`src/rtl/apb_pkg.sv`:
```
// Shared types and helpers for the APB completer and its wait-state counter.
package apb_pkg;

  typedef enum logic [1:0] {
    IDLE,
    SETUP,
    ACCESS
  } apb_state_e;

  localparam int DATA_W = 32;

  // True when a word index addresses an implemented register.
  function automatic logic idx_valid(input int idx, input int num_regs);
    return (idx < num_regs);
  endfunction

endpackage

```
`src/rtl/apb_completer_regs_if.sv`:
```
// APB3 bus bundle between an initiator (master) and the register completer (slave).
interface apb_completer_regs_if
  import apb_pkg::*;
#(
  parameter int ADDR_W = 8
) ();

  logic              psel;
  logic              penable;
  logic              pwrite;
  logic [ADDR_W-1:0] paddr;
  logic [DATA_W-1:0] pwdata;
  logic [DATA_W-1:0] prdata;
  logic              pready;
  logic              pslverr;

  modport master (
    output psel, penable, pwrite, paddr, pwdata,
    input  prdata, pready, pslverr
  );

  modport slave (
    input  psel, penable, pwrite, paddr, pwdata,
    output prdata, pready, pslverr
  );

endinterface

```
`src/rtl/apb_wait_counter.sv`:
```
// Wait-state counter: cleared on request, then counts up to WAIT_CYCLES and holds.
module apb_wait_counter
  import apb_pkg::*;
#(
  parameter int WAIT_CYCLES = 2
) (
  input  logic clk,
  input  logic rst_n,
  input  logic clear,
  input  logic enable,
  output logic done
);

  localparam logic [3:0] WAIT_L = 4'(WAIT_CYCLES);

  logic [3:0] cnt;

  assign done = (cnt == WAIT_L);

  // Count while enabled and not yet at the terminal value; clear has priority.
  always_ff @(posedge clk or negedge rst_n) begin
    if (!rst_n) begin
      cnt <= '0;
    end else if (clear) begin
      cnt <= '0;
    end else if (enable && !done) begin
      cnt <= cnt + 4'd1;
    end
  end

endmodule

```
`src/rtl/apb_completer_regs.sv`:
```
// APB3 completer with a small register file, fixed wait states, error response
// for illegal accesses and a sticky handshake-violation flag.
//
//   state  | meaning
//   IDLE   | no transfer; waiting for psel with penable low
//   SETUP  | setup phase sampled; address/direction latched
//   ACCESS | access phase; wait states counted, pready when done
module apb_completer_regs
  import apb_pkg::*;
#(
  parameter int                ADDR_W      = 8,
  parameter int                NUM_REGS    = 4,
  parameter int                WAIT_CYCLES = 2,
  parameter logic [DATA_W-1:0] ID_VALUE    = 32'hA5B0_0001
) (
  input  logic                       clk,
  input  logic                       rst_n,
  apb_completer_regs_if.slave        bus,
  output logic [DATA_W*NUM_REGS-1:0] reg_q,
  output logic                       proto_err
);

  localparam int             IDX_W  = ADDR_W - 2;
  localparam logic [IDX_W-1:0] ID_IDX = IDX_W'(NUM_REGS - 1);

  apb_state_e        state;
  logic [IDX_W-1:0]  idx_q;
  logic              pwrite_q;
  logic [DATA_W-1:0] regs [NUM_REGS-1];

  logic [IDX_W-1:0]  idx_in;
  logic              wait_done;
  logic              in_range;
  logic              is_id;
  logic              err_resp;
  logic              access_viol;
  logic              ready;
  logic              wr_commit;
  logic [DATA_W-1:0] rdata;

  assign idx_in   = bus.paddr[ADDR_W-1:2];
  assign in_range = idx_valid(32'(idx_q), NUM_REGS);
  assign is_id    = (idx_q == ID_IDX);
  assign err_resp = !in_range || (pwrite_q && is_id);

  // Any of these seen during ACCESS ends the transfer without effect.
  assign access_viol = !bus.psel || !bus.penable ||
                       (idx_in != idx_q) || (bus.pwrite != pwrite_q);

  // pready depends only on FSM progress and the handshake, never on address/data.
  assign ready     = (state == ACCESS) && wait_done && bus.psel && bus.penable;
  assign wr_commit = ready && !access_viol && pwrite_q && in_range && !is_id;

  apb_wait_counter #(
    .WAIT_CYCLES(WAIT_CYCLES)
  ) u_wait (
    .clk    (clk),
    .rst_n  (rst_n),
    .clear  (state == SETUP),
    .enable (state == ACCESS),
    .done   (wait_done)
  );

  // Transfer sequencing, address/direction latch and sticky violation flag.
  always_ff @(posedge clk or negedge rst_n) begin
    if (!rst_n) begin
      state     <= IDLE;
      idx_q     <= '0;
      pwrite_q  <= 1'b0;
      proto_err <= 1'b0;
    end else begin
      case (state)
        IDLE: begin
          if (bus.psel && !bus.penable) begin
            state    <= SETUP;
            idx_q    <= idx_in;
            pwrite_q <= bus.pwrite;
          end else if (bus.psel && bus.penable) begin
            proto_err <= 1'b1;
          end
        end
        SETUP: begin
          if (!bus.psel) begin
            state     <= IDLE;
            proto_err <= 1'b1;
          end else begin
            state <= ACCESS;
          end
        end
        ACCESS: begin
          if (access_viol) begin
            state     <= IDLE;
            proto_err <= 1'b1;
          end else if (ready) begin
            state <= IDLE;
          end
        end
        default: state <= IDLE;
      endcase
    end
  end

  // Writable registers; the ID slot is a constant and never stored.
  always_ff @(posedge clk or negedge rst_n) begin
    if (!rst_n) begin
      for (int i = 0; i < NUM_REGS - 1; i++) begin
        regs[i] <= '0;
      end
    end else begin
      for (int i = 0; i < NUM_REGS - 1; i++) begin
        if (wr_commit && (idx_q == IDX_W'(i))) begin
          regs[i] <= bus.pwdata;
        end
      end
    end
  end

  // Read mux over the latched index.
  always_comb begin
    rdata = '0;
    if (is_id) begin
      rdata = ID_VALUE;
    end
    for (int i = 0; i < NUM_REGS - 1; i++) begin
      if (idx_q == IDX_W'(i)) begin
        rdata = regs[i];
      end
    end
  end

  // Flattened register view, ID constant in the top slot.
  always_comb begin
    reg_q = '0;
    for (int i = 0; i < NUM_REGS - 1; i++) begin
      reg_q[DATA_W*i +: DATA_W] = regs[i];
    end
    reg_q[DATA_W*(NUM_REGS-1) +: DATA_W] = ID_VALUE;
  end

  assign bus.pready  = ready;
  assign bus.pslverr = ready && err_resp;
  assign bus.prdata  = (ready && !err_resp && !pwrite_q) ? rdata : '0;

endmodule

```
`src/flat_wrapper.sv`:
```
// flat-port wrapper written by rule: the top's interface ports become plain ports
module apb_completer_regs_flat import apb_pkg::*;
#(
  parameter int                ADDR_W      = 8,
  parameter int                NUM_REGS    = 4,
  parameter int                WAIT_CYCLES = 2,
  parameter logic [DATA_W-1:0] ID_VALUE    = 32'hA5B0_0001
)
  (clk, rst_n, reg_q, proto_err, bus_psel, bus_penable, bus_pwrite, bus_paddr, bus_pwdata, bus_prdata, bus_pready, bus_pslverr);
  apb_completer_regs_if #(.ADDR_W(ADDR_W)) bus_i ();
  input  logic clk;
  input  logic rst_n;
  output logic [DATA_W*NUM_REGS-1:0] reg_q;
  output logic proto_err;
  input wire logic [$bits(bus_i.psel)-1:0] bus_psel;
  input wire logic [$bits(bus_i.penable)-1:0] bus_penable;
  input wire logic [$bits(bus_i.pwrite)-1:0] bus_pwrite;
  input wire logic [$bits(bus_i.paddr)-1:0] bus_paddr;
  input wire logic [$bits(bus_i.pwdata)-1:0] bus_pwdata;
  output wire logic [$bits(bus_i.prdata)-1:0] bus_prdata;
  output wire logic [$bits(bus_i.pready)-1:0] bus_pready;
  output wire logic [$bits(bus_i.pslverr)-1:0] bus_pslverr;
  assign bus_i.psel = bus_psel;
  assign bus_i.penable = bus_penable;
  assign bus_i.pwrite = bus_pwrite;
  assign bus_i.paddr = bus_paddr;
  assign bus_i.pwdata = bus_pwdata;
  assign bus_prdata = bus_i.prdata;
  assign bus_pready = bus_i.pready;
  assign bus_pslverr = bus_i.pslverr;
  apb_completer_regs #(.ADDR_W(ADDR_W), .NUM_REGS(NUM_REGS), .WAIT_CYCLES(WAIT_CYCLES), .ID_VALUE(ID_VALUE)) u_core (.clk(clk), .rst_n(rst_n), .bus(bus_i), .reg_q(reg_q), .proto_err(proto_err));
endmodule
```
`config.mk`:
```
export PLATFORM = sky130hd
export DESIGN_NAME = apb_completer_regs_flat
export DESIGN_NICKNAME = d
export VERILOG_FILES = /design/src/rtl/apb_pkg.sv /design/src/rtl/apb_completer_regs_if.sv /design/src/rtl/apb_wait_counter.sv /design/src/rtl/apb_completer_regs.sv /design/src/flat_wrapper.sv
export SDC_FILE = /design/constraint.sdc
export NUM_CORES = 1
export LEC_CHECK = 0
export ABC_AREA = 1
export CORE_UTILIZATION = 25
export DETAILED_ROUTE_END_ITERATION = 10
export HOLD_SLACK_MARGIN = 0.12
export PLACE_DENSITY = 0.62
export SETUP_SLACK_MARGIN = 0.2
export SYNTH_ARGS = -nofsm -noshare
export SYNTH_HDL_FRONTEND = slang
export SYNTH_SLANG_ARGS = --single-unit
```
`constraint.sdc`:
```
create_clock -name clk -period 3 [get_ports clk]
set_input_delay 0.75 -clock clk [delete_from_list [all_inputs] [get_ports clk]]
set_output_delay 0.75 -clock clk [all_outputs]
set_load 0.1 [all_outputs]
```
==> flow_summary.yaml <==
worst_setup_path:
  r2r-start: "u_core.idx_q[3]"
  slowest_stage: "dfrtp_1"
  crit_chain: "inv_1 -> ha_2 -> nand2_2 -> nor2_4 -> nand3_4 -> nor3_4 -> buf_6 -> buf_12 -> o21ai_1 -> nor2_4 -> buf_12"
  crit_fanout: 9
  startpoint_type: "flop"
  crit_arrival_ps: 2150
  cp-startpoint: "u_core.u_wait.cnt[0]"
  end_kind: "primary output"
  slowest_delay_ps: 390
  worst-setup-path-type: "reg -> out"
  cp_data_required_time_ps: 2250
grt:
  use_met2: 0.2906
  grt_pass1_vias: 5628
  grt_usage: 0.1799
  grt_first_pass_wirelength_um: 33050
  grt.busiest_layer: "met2"
  grt-ovfl-total: 0
  grt_max_degree: 62
  use_met1: 0.2385
  antenna_found_initial: 0
  grtUsageMet3: 0.04680
place:
  dpl_cell_area_sq_um: 8287
  gp_congestion: 0.7525
  portBuffers: 173
  dp_hpwl_um: 13750
synthesis:
  yosysWarnings: 0
  synth_area_leaders: "dfrtp_1, nand2_1, nand4_1, buf_4, o21ai_0"
  ys_async_sr_fraction: 1.000
  ys_seq_area_frac: 0.4712
  synth.distinct_cells: 25
  synth_cells: 775
  synth_edf_count: 0
  yosysTopAreaCell: "dfrtp_1"
  syn-cell-area_sq_um: 5842
  synth_commonest_cells: "nand2_1, dfrtp_1, nand4_1"
  synth_top_area_frac: 0.4712
  syn_area_per_cell_sq_um: 7.538
  yosysMostFrequentCell: "nand2_1"
  ys_seq_elements: 110
  synth_ff_type: "dfrtp_1"
clock_network:
  clock_latency_ps: 350
  clk_pin_slew_ps: 80
  cts_sinks: 110
  cts_root_buf: "clkbuf_16"
  cts_buffers: 9
  cts_hold_buf: 0
  cts_tree: "done"
  h-tree-depth: 3
  cts.path.max_buffers: 2
floorplan:
  rows: 55
  die_w_um: 154.9
  core_region_area_sq_um: 22780
  ios: 208
  fp.dieArea_sq_um: 23980
  die_y_um: 154.9
  start_util: 0.2565
finish:
  fin_nets: 1008
  fin_area_sq_um: 9275
  drive_above_1_share: 0.3054
  fill_cells: 2295
  area_growth_syn_to_layout_pct: 58.77
  n_antenna_cell: 0
sta:
  finalSetupViolCount: 0
  min_period_over_period: 0.9664
  drv_slew: 0
  setup_tns_ps: 0
  worst_pin_slew_ps: 557.0
  finalHoldViolations: 0
  slew_headroom: 0.6247
  finClkSkew_ps: 7.120
  hold_ws_ps: 315.6
  fin_crit_ps: 2899
  grt_setup_unrepaired: "true"
  max_freq_ghz: 0.3449
power:
  p_per_area_nw_per_um2: 385.0
  p_leak_nw: 4.601
  p_total_w: 0.003571
  peakVddDrop_mv: 0.2262
detailed_routing:
  ant_nets: 0
  drt-initial-drc-count: 282
  vias: 5919
  vias_per_cell: 4.628
  drcViolationCount: 0
  wl_per_cell_um: 16.95
  drt_pass1_iterations: 4
  drt-total-wl_um: 21680
job:
  max_cap_violations: 0
hold_path:
  hold_class: "in -> async"
outcome:
  status: "completed"
==> report_power, final <==
group          switching (W)  internal, W  leakage (nW)
sequential         0.0000473      0.00150          1.52
clock               0.000587     0.000676         0.145
combinational       0.000520     0.000236          2.94
total                0.00115      0.00242          4.60
==> critical path: cells and delay by family (launching register included) <==
kind / cells / cell delay [ps]
AO/OA/AOI/OAI: 1 / 110
adder cells (fa/ha/maj): 1 / 170
flip-flops: 1 / 390
buffers and inverters: 4 / 550
AND/OR/NAND/NOR: 5 / 580
==> cell families after synthesis <==
logic type,share of synthesized area
flops,0.4712
buf+inv,0.1056
simple gates,0.3480
fa+ha+maj,0.004283
xor+xnor,0.001500
compound gates,0.06811
other cells,0.001286
==> per-stage QoR <==
step | utilization | cells | worst slack [ps]
4_1_cts | 0.3949 | 1265 | 106.2
3_3_place_gp | 0.3638 | 1237 | -257.7
6_report | 0.4072 | 1279 | 100.8
5_1_grt | 0.4072 | 1279 | -12.65
2_1_floorplan | - | 805 | 96.92
3_5_place_dp | 0.3638 | 1237 | -285.4
==> path summary, 6_finish.rpt <==
kind	cells after the start	end	slack (ps)
worst max-delay path	11	bus_prdata[11]	100
worst min-delay path	1	u_core.reg_q[14]	320
worst max register to register	11	u_core.reg_q[90]	940
worst min register to register	2	u_core.proto_err	470
max in group asynchronous	2	u_core.idx_q[5]	1990
min in group clk	2	u_core.proto_err	470
==> layout by cell type, fill, tap and decap left out, types with 13 or more instances in the layout <==
| master | count |
|---|---|
| a21oi_1 | 26 |
| buf_12 | 46 |
| buf_4 | 133 |
| clkbuf_16 | 13 |
| clkdlybuf4s50_1 | 39 |
| conb_1 | 32 |
| dfrtp_1 | 108 |
| inv_1 | 28 |
| nand2_1 | 300 |
| nand4_1 | 97 |
| nor2_4 | 37 |
==> per-layer routing <==
layer	part of all wire	vias to the layer above
met3	0.057	18
met1	0.45	2847
met5	0	-
li1	-	2875
met2	0.49	179
met4	0.013	0
==> state kept, by name, indices dropped and copies added (netlist names) <==
register,cells
u_core.reg_q,96
u_core.proto_err,1
u_core.u_wait.cnt,4
u_core.idx_q,6
u_core.state,2
u_core.pwrite_q,1
==> cell type report <==
class / count / area [sq um] / area share
sequential: 110 / 2755 / 0.2970
clock buffer: 10 / 239.0 / 0.02577
clock inverter: 6 / 71.32 / 0.007689
inverter: 32 / 130.1 / 0.01403
timing repair buffer: 231 / 2565 / 0.2765
multi-input combinational: 577 / 3123 / 0.3367
tap: 313 / 391.6 / 0.04222
==> repair_timing <==
action / in CTS / in global routing
endpoints found under the hold margin: 0 / 0
setup endpoints to repair: 32 / 32
gates resized for setup: 95 / 15
pin swaps: 13 / 1
cloned: 4 / 7
buffers inserted: 8 / 7
Power figures use the tool's default switching activity.
